## src/rtl/sram_burst_reader.sv

```systemverilog
// Burst reader: walks a multi-lane SRAM from a base address and streams the read data out
// as valid/ready beats of up to MAX_CHANNELS lanes each.
module sram_burst_reader #(
  parameter int DATA_WIDTH         = 8,
  parameter int N_ENTRIES          = 4096,
  parameter int ADDRW              = $clog2(N_ENTRIES),
  parameter int MAX_CHANNELS       = 64,
  parameter int NUM_CHANNELS_WIDTH = $clog2(MAX_CHANNELS + 1),
  parameter int LEN_WIDTH          = ADDRW + 1
) (
  input  logic                               clk_i,
  input  logic                               rst_i,
  input  logic                               start_i,
  input  logic [ADDRW-1:0]                   base_addr_i,
  input  logic [LEN_WIDTH-1:0]               length_i,
  input  logic [NUM_CHANNELS_WIDTH-1:0]      chan_i,
  output logic                               sram_en_o,
  output logic                               sram_we_o,
  output logic [NUM_CHANNELS_WIDTH-1:0]      sram_num_channels_o,
  output logic [ADDRW*MAX_CHANNELS-1:0]      sram_addr_o,
  input  logic [DATA_WIDTH*MAX_CHANNELS-1:0] sram_data_i,
  input  logic                               sram_ready_i,
  output logic [DATA_WIDTH*MAX_CHANNELS-1:0] data_o,
  output logic                               valid_o,
  input  logic                               ready_i,
  output logic [NUM_CHANNELS_WIDTH-1:0]      lanes_o,
  output logic                               last_o,
  output logic                               busy_o,
  output logic                               done_o
);

  localparam logic [2:0] S_IDLE  = 3'd0;
  localparam logic [2:0] S_ISSUE = 3'd1;
  localparam logic [2:0] S_WAIT  = 3'd2;
  localparam logic [2:0] S_HOLD  = 3'd3;
  localparam logic [2:0] S_DONE  = 3'd4;

  localparam int CW = (LEN_WIDTH > NUM_CHANNELS_WIDTH) ? LEN_WIDTH : NUM_CHANNELS_WIDTH;
  localparam logic [NUM_CHANNELS_WIDTH-1:0] MaxCh = NUM_CHANNELS_WIDTH'(MAX_CHANNELS);

  logic [2:0]                          r_state;
  logic [ADDRW-1:0]                    r_ptr;
  logic [LEN_WIDTH-1:0]                r_rem;
  logic [NUM_CHANNELS_WIDTH-1:0]       r_chan;
  logic [DATA_WIDTH*MAX_CHANNELS-1:0]  r_data;
  logic [NUM_CHANNELS_WIDTH-1:0]       r_lanes;
  logic                                r_last;
  logic                                r_valid;

  logic [CW-1:0]                       w_chan_ext;
  logic [CW-1:0]                       w_rem_ext;
  logic [CW-1:0]                       w_n_ext;
  logic [NUM_CHANNELS_WIDTH-1:0]       w_n;
  logic                                w_last;
  logic [LEN_WIDTH-1:0]                w_rem_next;
  logic [ADDRW*MAX_CHANNELS-1:0]       w_addr;
  logic [DATA_WIDTH*MAX_CHANNELS-1:0]  w_data_masked;

  // Modular add; assumes off <= N_ENTRIES so one conditional subtract suffices.
  function automatic logic [ADDRW-1:0] wrap_add(input logic [ADDRW-1:0] p,
                                                input logic [31:0] off);
    logic [31:0] s;
    s = 32'(p) + off;
    if (s >= 32'(N_ENTRIES)) s = s - 32'(N_ENTRIES);
    return ADDRW'(s);
  endfunction

  assign w_chan_ext = CW'(r_chan);
  assign w_rem_ext  = CW'(r_rem);
  assign w_n_ext    = (w_rem_ext < w_chan_ext) ? w_rem_ext : w_chan_ext;
  assign w_n        = NUM_CHANNELS_WIDTH'(w_n_ext);
  assign w_last     = (w_rem_ext == w_n_ext);
  assign w_rem_next = r_rem - LEN_WIDTH'(w_n_ext);

  always_comb begin
    w_addr        = '0;
    w_data_masked = '0;
    for (int j = 0; j < MAX_CHANNELS; j++) begin
      if (NUM_CHANNELS_WIDTH'(j) < w_n) begin
        if (r_state == S_ISSUE) w_addr[ADDRW*j +: ADDRW] = wrap_add(r_ptr, 32'(j));
        w_data_masked[DATA_WIDTH*j +: DATA_WIDTH] = sram_data_i[DATA_WIDTH*j +: DATA_WIDTH];
      end
    end
  end

  always_ff @(posedge clk_i) begin
    if (rst_i) begin
      r_state <= S_IDLE;
      r_ptr   <= '0;
      r_rem   <= '0;
      r_chan  <= '0;
      r_data  <= '0;
      r_lanes <= '0;
      r_last  <= 1'b0;
      r_valid <= 1'b0;
    end else begin
      case (r_state)
        S_IDLE: begin
          if (start_i) begin
            r_ptr   <= base_addr_i;
            r_rem   <= length_i;
            r_chan  <= (chan_i == '0 || chan_i > MaxCh) ? MaxCh : chan_i;
            r_state <= (length_i != '0) ? S_ISSUE : S_DONE;
          end
        end
        S_ISSUE: r_state <= S_WAIT;
        S_WAIT: begin
          if (sram_ready_i) begin
            r_data  <= w_data_masked;
            r_lanes <= w_n;
            r_last  <= w_last;
            r_valid <= 1'b1;
            r_state <= S_HOLD;
          end
        end
        S_HOLD: begin
          if (ready_i) begin
            r_valid <= 1'b0;
            r_ptr   <= wrap_add(r_ptr, 32'(w_n));
            r_rem   <= w_rem_next;
            r_state <= (w_rem_next != '0) ? S_ISSUE : S_DONE;
          end
        end
        S_DONE:  r_state <= S_IDLE;
        default: r_state <= S_IDLE;
      endcase
    end
  end

  assign sram_en_o           = (r_state == S_ISSUE);
  assign sram_we_o           = 1'b0;
  assign sram_num_channels_o = (r_state == S_ISSUE) ? w_n : '0;
  assign sram_addr_o         = w_addr;
  assign data_o              = r_data;
  assign valid_o             = r_valid;
  assign lanes_o             = r_lanes;
  assign last_o              = r_last;
  assign busy_o              = (r_state != S_IDLE);
  assign done_o              = (r_state == S_DONE);

endmodule

```

## config.mk

```make
export PLATFORM = sky130hd
export DESIGN_NAME = sram_burst_reader
export DESIGN_NICKNAME = d
export VERILOG_FILES = /design/src/rtl/sram_burst_reader.sv
export SDC_FILE = /design/constraint.sdc
export NUM_CORES = 2
export LEC_CHECK = 0
export BUFFER_PORTS_ARGS = -buffer_cell sky130_fd_sc_hd__buf_2
export CORE_AREA = 2 2 718 720
export CTS_CLUSTER_DIAMETER = 40
export DETAILED_ROUTE_END_ITERATION = 6
export DIE_AREA = 0 0 720 722
export GPL_TIMING_DRIVEN = 0
export HOLD_SLACK_MARGIN = 0.02
export REMOVE_ABC_BUFFERS = 1
export SYNTH_ARGS = -nofsm -noshare
export SYNTH_HDL_FRONTEND = slang
export SYNTH_SLANG_ARGS = --single-unit
```

## constraint.sdc

```tcl
create_clock -name clk_i -period 8.4 [get_ports clk_i]
set_input_delay 1.26 -clock clk_i [delete_from_list [all_inputs] [get_ports clk_i]]
set_output_delay 1.26 -clock clk_i [all_outputs]
set_load 0.01 [all_outputs]
```

==> impl_results.md <==
* Die Wd at 720 um
* Largest net degree at the start of global routing at 76
* Netlist area before placement at 33500 sq um
* Max Fclk at 126 MHz
* Worst voltage drop across the vdd grid at 0.202 mV
* Hold/Removal Path Class: register to register
* Async set or reset register ratio after synthesis at 0%
* Worst-case setup slack after placement at 0.216 ns
* Post-placement cell count at 12600
* Number of flops mapped to enable cells by yosys at 0
* WL/cell at 42.5 um
* Critical path type: register to output port
* Final Worst Setup Slack at 0.447 ns
* Weighted congestion reported at the end of routability-driven placement at 0.914
* Max transition margin at 0.386%
* Hold bufs inserted after CTS at 0
* Violated checks: design-rule violations, max-capacitance violations
* Unrepaired setup endpoints after global routing: no
* Data required time at the worst endpoint at 7.14 ns
* Non-filler instance count after layout at 13200
* Sequential fraction of design power at 16.2%
* Clk_skew at 0.129 ns
* Iteration-0 DRC Markers at 5213
* Via density at 3.54
* Final core utilization at 11.8%
* Number of endpoints with negative hold slack in the final report at 0
* Clock tree from TritonCTS: built
* Later-pin clock latency in the skew report at 0.89 ns
* Root Buffer: sky130_fd_sc_hd__clkbuf_16
* Mean Syn Cell Area at 8.05 sq um
* Via count of the first global-routing pass at 41000
* Boundary Pins at 1849
* Proportion of total power due to net switching at 49.5%
* Total negative setup slack at 0 ns
* Share of final-layout standard cells stronger than drive strength 1 at 42.2%
* Remaining Overflow, GRT at 0
* Initial Util at 6.55%
* Pwr per Cell Area at 310 nW/um^2
* Num rows at 263
* Type of destination of the critical path: output port
* Antenna violations before repair at 499
* Final count of negative-setup-slack endpoints at 0
* Core region area at 512000 sq um
* Vertical extent of the die at 722 um
* HPWL after detailed placement at 491000 um
* Switching power total at 0.00931 W
* Cell Int Power at 0.00951 W
* Predominant post-synthesis flop cell: sky130_fd_sc_hd__dfxtp_1
* Yosys warnings at 0
* Period minus WS final at 7.95 ns
* DR vias at 46700
* Arrival time worst endpoint at 6.69 ns
* Clock slew at reported path FFs at 0.05 ns
* Synth-to-Final Area Change at 80.9%
* Slew of the pin with the lowest slew margin at 1.49 ns
* 1st-pass router iterations at 7
* Status: finished with violations
* Number of CTS-inserted buffers at 160
* Static leakage power at 24.7 nW
* CP max FO at 17
* Filler cell count in the final layout at 59100
* Clk network pwr share at 34.1%
* Critical path launch point type: register
* Combinational fraction of design power at 49.7%
* Final layout net count at 6581
* Gate count after technology mapping at 4164
* Count of state elements after synthesis at 556
* Number of slew-limit violations in the final report at 0
* DRC violation count after routing at 3
* Post-synthesis cell type count at 102
* Number of buffers on the longest clock path at 4
* TritonCTS Sinks at 556
* Register area share after synthesis at 33.2%
* Total die area at 520000 sq um
* H-tree levels at 4
* Portion of the clock cycle consumed by the worst path in the final layout at 94.7%
* Overall track demand over capacity in global routing at 20.5%
* Quantity of I/O buffers inserted on ports at 1847
* Final wirelength at 560000 um
* Global-route wire length before repair at 647000 um
* Number of nets with antenna violations after detailed routing at 0
* Final worst hold slack at 0.457 ns
* Number of max-capacitance violations reported at 1
[per-stage QoR]
| step | cell area, sq um | power [W] |
|---|---|---|
| detailed placement | 54200 | 0.0125 |
| floorplan | 31700 | 0.00589 |
| finish | 60600 | 0.0188 |
| CTS | 59800 | 0.0191 |
| global placement | 49400 | 0.0112 |
| global route | 60000 | 0.0194 |
[power groups by stage]
stage	Combinational (W)	Sequential, W	Clock [W]
after CTS	0.00950	0.00304	0.00658
after global routing	0.00961	0.00306	0.00670
after floorplan	0.00278	0.00312	0
after detailed placement	0.00944	0.00309	0
after global placement	0.00785	0.00336	0
final	0.00935	0.00305	0.00641
[final cells by class]
| type | count | area (sq um) | share of cell area, % |
|---|---|---|---|
| inverters | 43 | 169 | 0.279 |
| clock buffers | 199 | 4440 | 7.33 |
| flip-flops and latches | 556 | 11200 | 18.4 |
| diodes | 324 | 811 | 1.34 |
| repair buffers | 2062 | 13200 | 21.9 |
| clock inverters | 87 | 1080 | 1.79 |
| well taps | 6757 | 8450 | 13.9 |
| multi-input cells | 3163 | 21200 | 35.0 |
[registers in the layout, summed over array words and instances, names as in the netlist]
register / cells
valid_o: 1
r_ptr: 12
lanes_o: 7
last_o: 1
r_state: 3
r_chan: 7
r_rem: 13
data_o: 512
[what timing repair did]
item / CTS / global route
resized for setup: 1 / 0
buffers inserted: 6 / 0
endpoints found under the setup margin: 30 / 0
[layout by cell type, fill, tap and decap left out, types with 16 or more instances in the layout]
| cell type | synthesis | final |
|---|---|---|
| sky130_fd_sc_hd__a211oi_1 | 23 | 23 |
| sky130_fd_sc_hd__a21oi_1 | 132 | 114 |
| sky130_fd_sc_hd__a21oi_2 | 5 | 16 |
| sky130_fd_sc_hd__bufinv_16 | 0 | 16 |
| sky130_fd_sc_hd__buf_2 | 54 | 1847 |
| sky130_fd_sc_hd__buf_16 | 0 | 59 |
| sky130_fd_sc_hd__xnor2_1 | 288 | 281 |
| sky130_fd_sc_hd__buf_8 | 1 | 21 |
| sky130_fd_sc_hd__ha_1 | 44 | 35 |
| sky130_fd_sc_hd__o221ai_1 | 17 | 17 |
| sky130_fd_sc_hd__inv_1 | 39 | 37 |
| sky130_fd_sc_hd__nand4_1 | 37 | 37 |
| sky130_fd_sc_hd__a22o_1 | 307 | 305 |
| sky130_fd_sc_hd__nor2_1 | 744 | 737 |
| sky130_fd_sc_hd__o211a_2 | 16 | 16 |
| sky130_fd_sc_hd__buf_6 | 16 | 34 |
| sky130_fd_sc_hd__a32o_1 | 160 | 160 |
| sky130_fd_sc_hd__nand2_1 | 323 | 311 |
| sky130_fd_sc_hd__nand3_1 | 126 | 124 |
| sky130_fd_sc_hd__and3_1 | 38 | 37 |
| sky130_fd_sc_hd__clkinvlp_4 | 0 | 25 |
| sky130_fd_sc_hd__diode_2 | 0 | 324 |
| sky130_fd_sc_hd__o21ai_0 | 121 | 112 |
| sky130_fd_sc_hd__clkbuf_8 | 0 | 23 |
| sky130_fd_sc_hd__clkbuf_16 | 0 | 163 |
| sky130_fd_sc_hd__a21o_1 | 19 | 19 |
| sky130_fd_sc_hd__nor2b_1 | 43 | 42 |
| sky130_fd_sc_hd__and2_1 | 23 | 22 |
| sky130_fd_sc_hd__buf_4 | 16 | 26 |
| sky130_fd_sc_hd__buf_12 | 0 | 74 |
| sky130_fd_sc_hd__xor2_1 | 150 | 150 |
| sky130_fd_sc_hd__clkinv_2 | 0 | 19 |
| sky130_fd_sc_hd__nor3_2 | 26 | 27 |
| sky130_fd_sc_hd__o211ai_1 | 30 | 30 |
| sky130_fd_sc_hd__nor3_1 | 218 | 217 |
| sky130_fd_sc_hd__a31oi_1 | 34 | 32 |
| sky130_fd_sc_hd__dfxtp_1 | 556 | 541 |
[routing by layer]
metal / global-route usage [%] / part of all wire (%) / up-vias
met1: 20.9 / 35 / 22600
met5: 0 / 0.30 / -
met2: 32.1 / 44 / 3646
met3: 13.6 / 15 / 1241
li1: - / - / 19000
met4: 10.1 / 6.2 / 264
[worst max-delay path: stages, from the launching register on]
cell	delay, ns
sky130_fd_sc_hd__dfxtp_2	0.76
sky130_fd_sc_hd__inv_1	0.55
sky130_fd_sc_hd__ha_1	0.49
sky130_fd_sc_hd__and2_1	1.09
sky130_fd_sc_hd__nand2_1	1.16
sky130_fd_sc_hd__a22o_2	0.78
sky130_fd_sc_hd__buf_12	0.25
sky130_fd_sc_hd__nor3_1	0.19
sky130_fd_sc_hd__buf_2	0.40
[worst paths after layout]
| kind | startpoint | to | slack, ns | cells after the start |
|---|---|---|---|---|
| hold reg to reg | data_o[367] | data_o[367] | 0.46 | 1 |
| setup reg to reg | r_chan[6] | r_state[2] | 0.66 | 17 |
| hold / removal | data_o[367] | data_o[367] | 0.46 | 1 |
| setup / recovery | r_chan[6] | sram_addr_o[705] | 0.45 | 8 |
[kinds of logic (layout without fill, tap and decap cells)]
group,count (synthesis),in the layout,share of synthesized area (%)
xor gates and xnor gates,438,438,11.5
DFF,556,556,33.2
and+or+nand+nor,1636,1636,21.8
AOI/OAI and AO/OA,1006,1006,24.6
adders and majority gates,46,46,1.76
muxes,36,36,1.45
other,1,325,0.0112
buffers and inverters,445,2391,5.76
[Yosys cell counts, drive strengths merged (7+ instances only)]
library cell / n / area (sq um)
nand2b: 9 / 56.3
nor2: 745 / 2800
inv: 42 / 158
nor3b: 11 / 82.6
a21oi: 139 / 737
o211ai: 37 / 313
a21o: 19 / 143
clkbuf: 296 / 1110
xor2: 150 / 1310
nand2: 324 / 1220
or3: 8 / 50.1
a311oi: 11 / 138
mux2: 11 / 124
ha: 44 / 551
o21ai: 137 / 719
o2111ai: 9 / 78.8
o221ai: 17 / 149
nor4: 11 / 81.3
dfxtp: 556 / 11100
mux2i: 25 / 363
a22o: 307 / 2690
a32o: 160 / 1600
o211a: 19 / 190
nor3: 244 / 1350
a221oi: 7 / 166
xnor2: 288 / 2520
and2: 24 / 150
a211oi: 31 / 295
and3: 38 / 238
o21a: 7 / 52.6
nand4: 37 / 231
nor2b: 43 / 269
a31oi: 36 / 255
nand3: 126 / 631
buf: 106 / 657
Power figures use the tool's default switching activity.
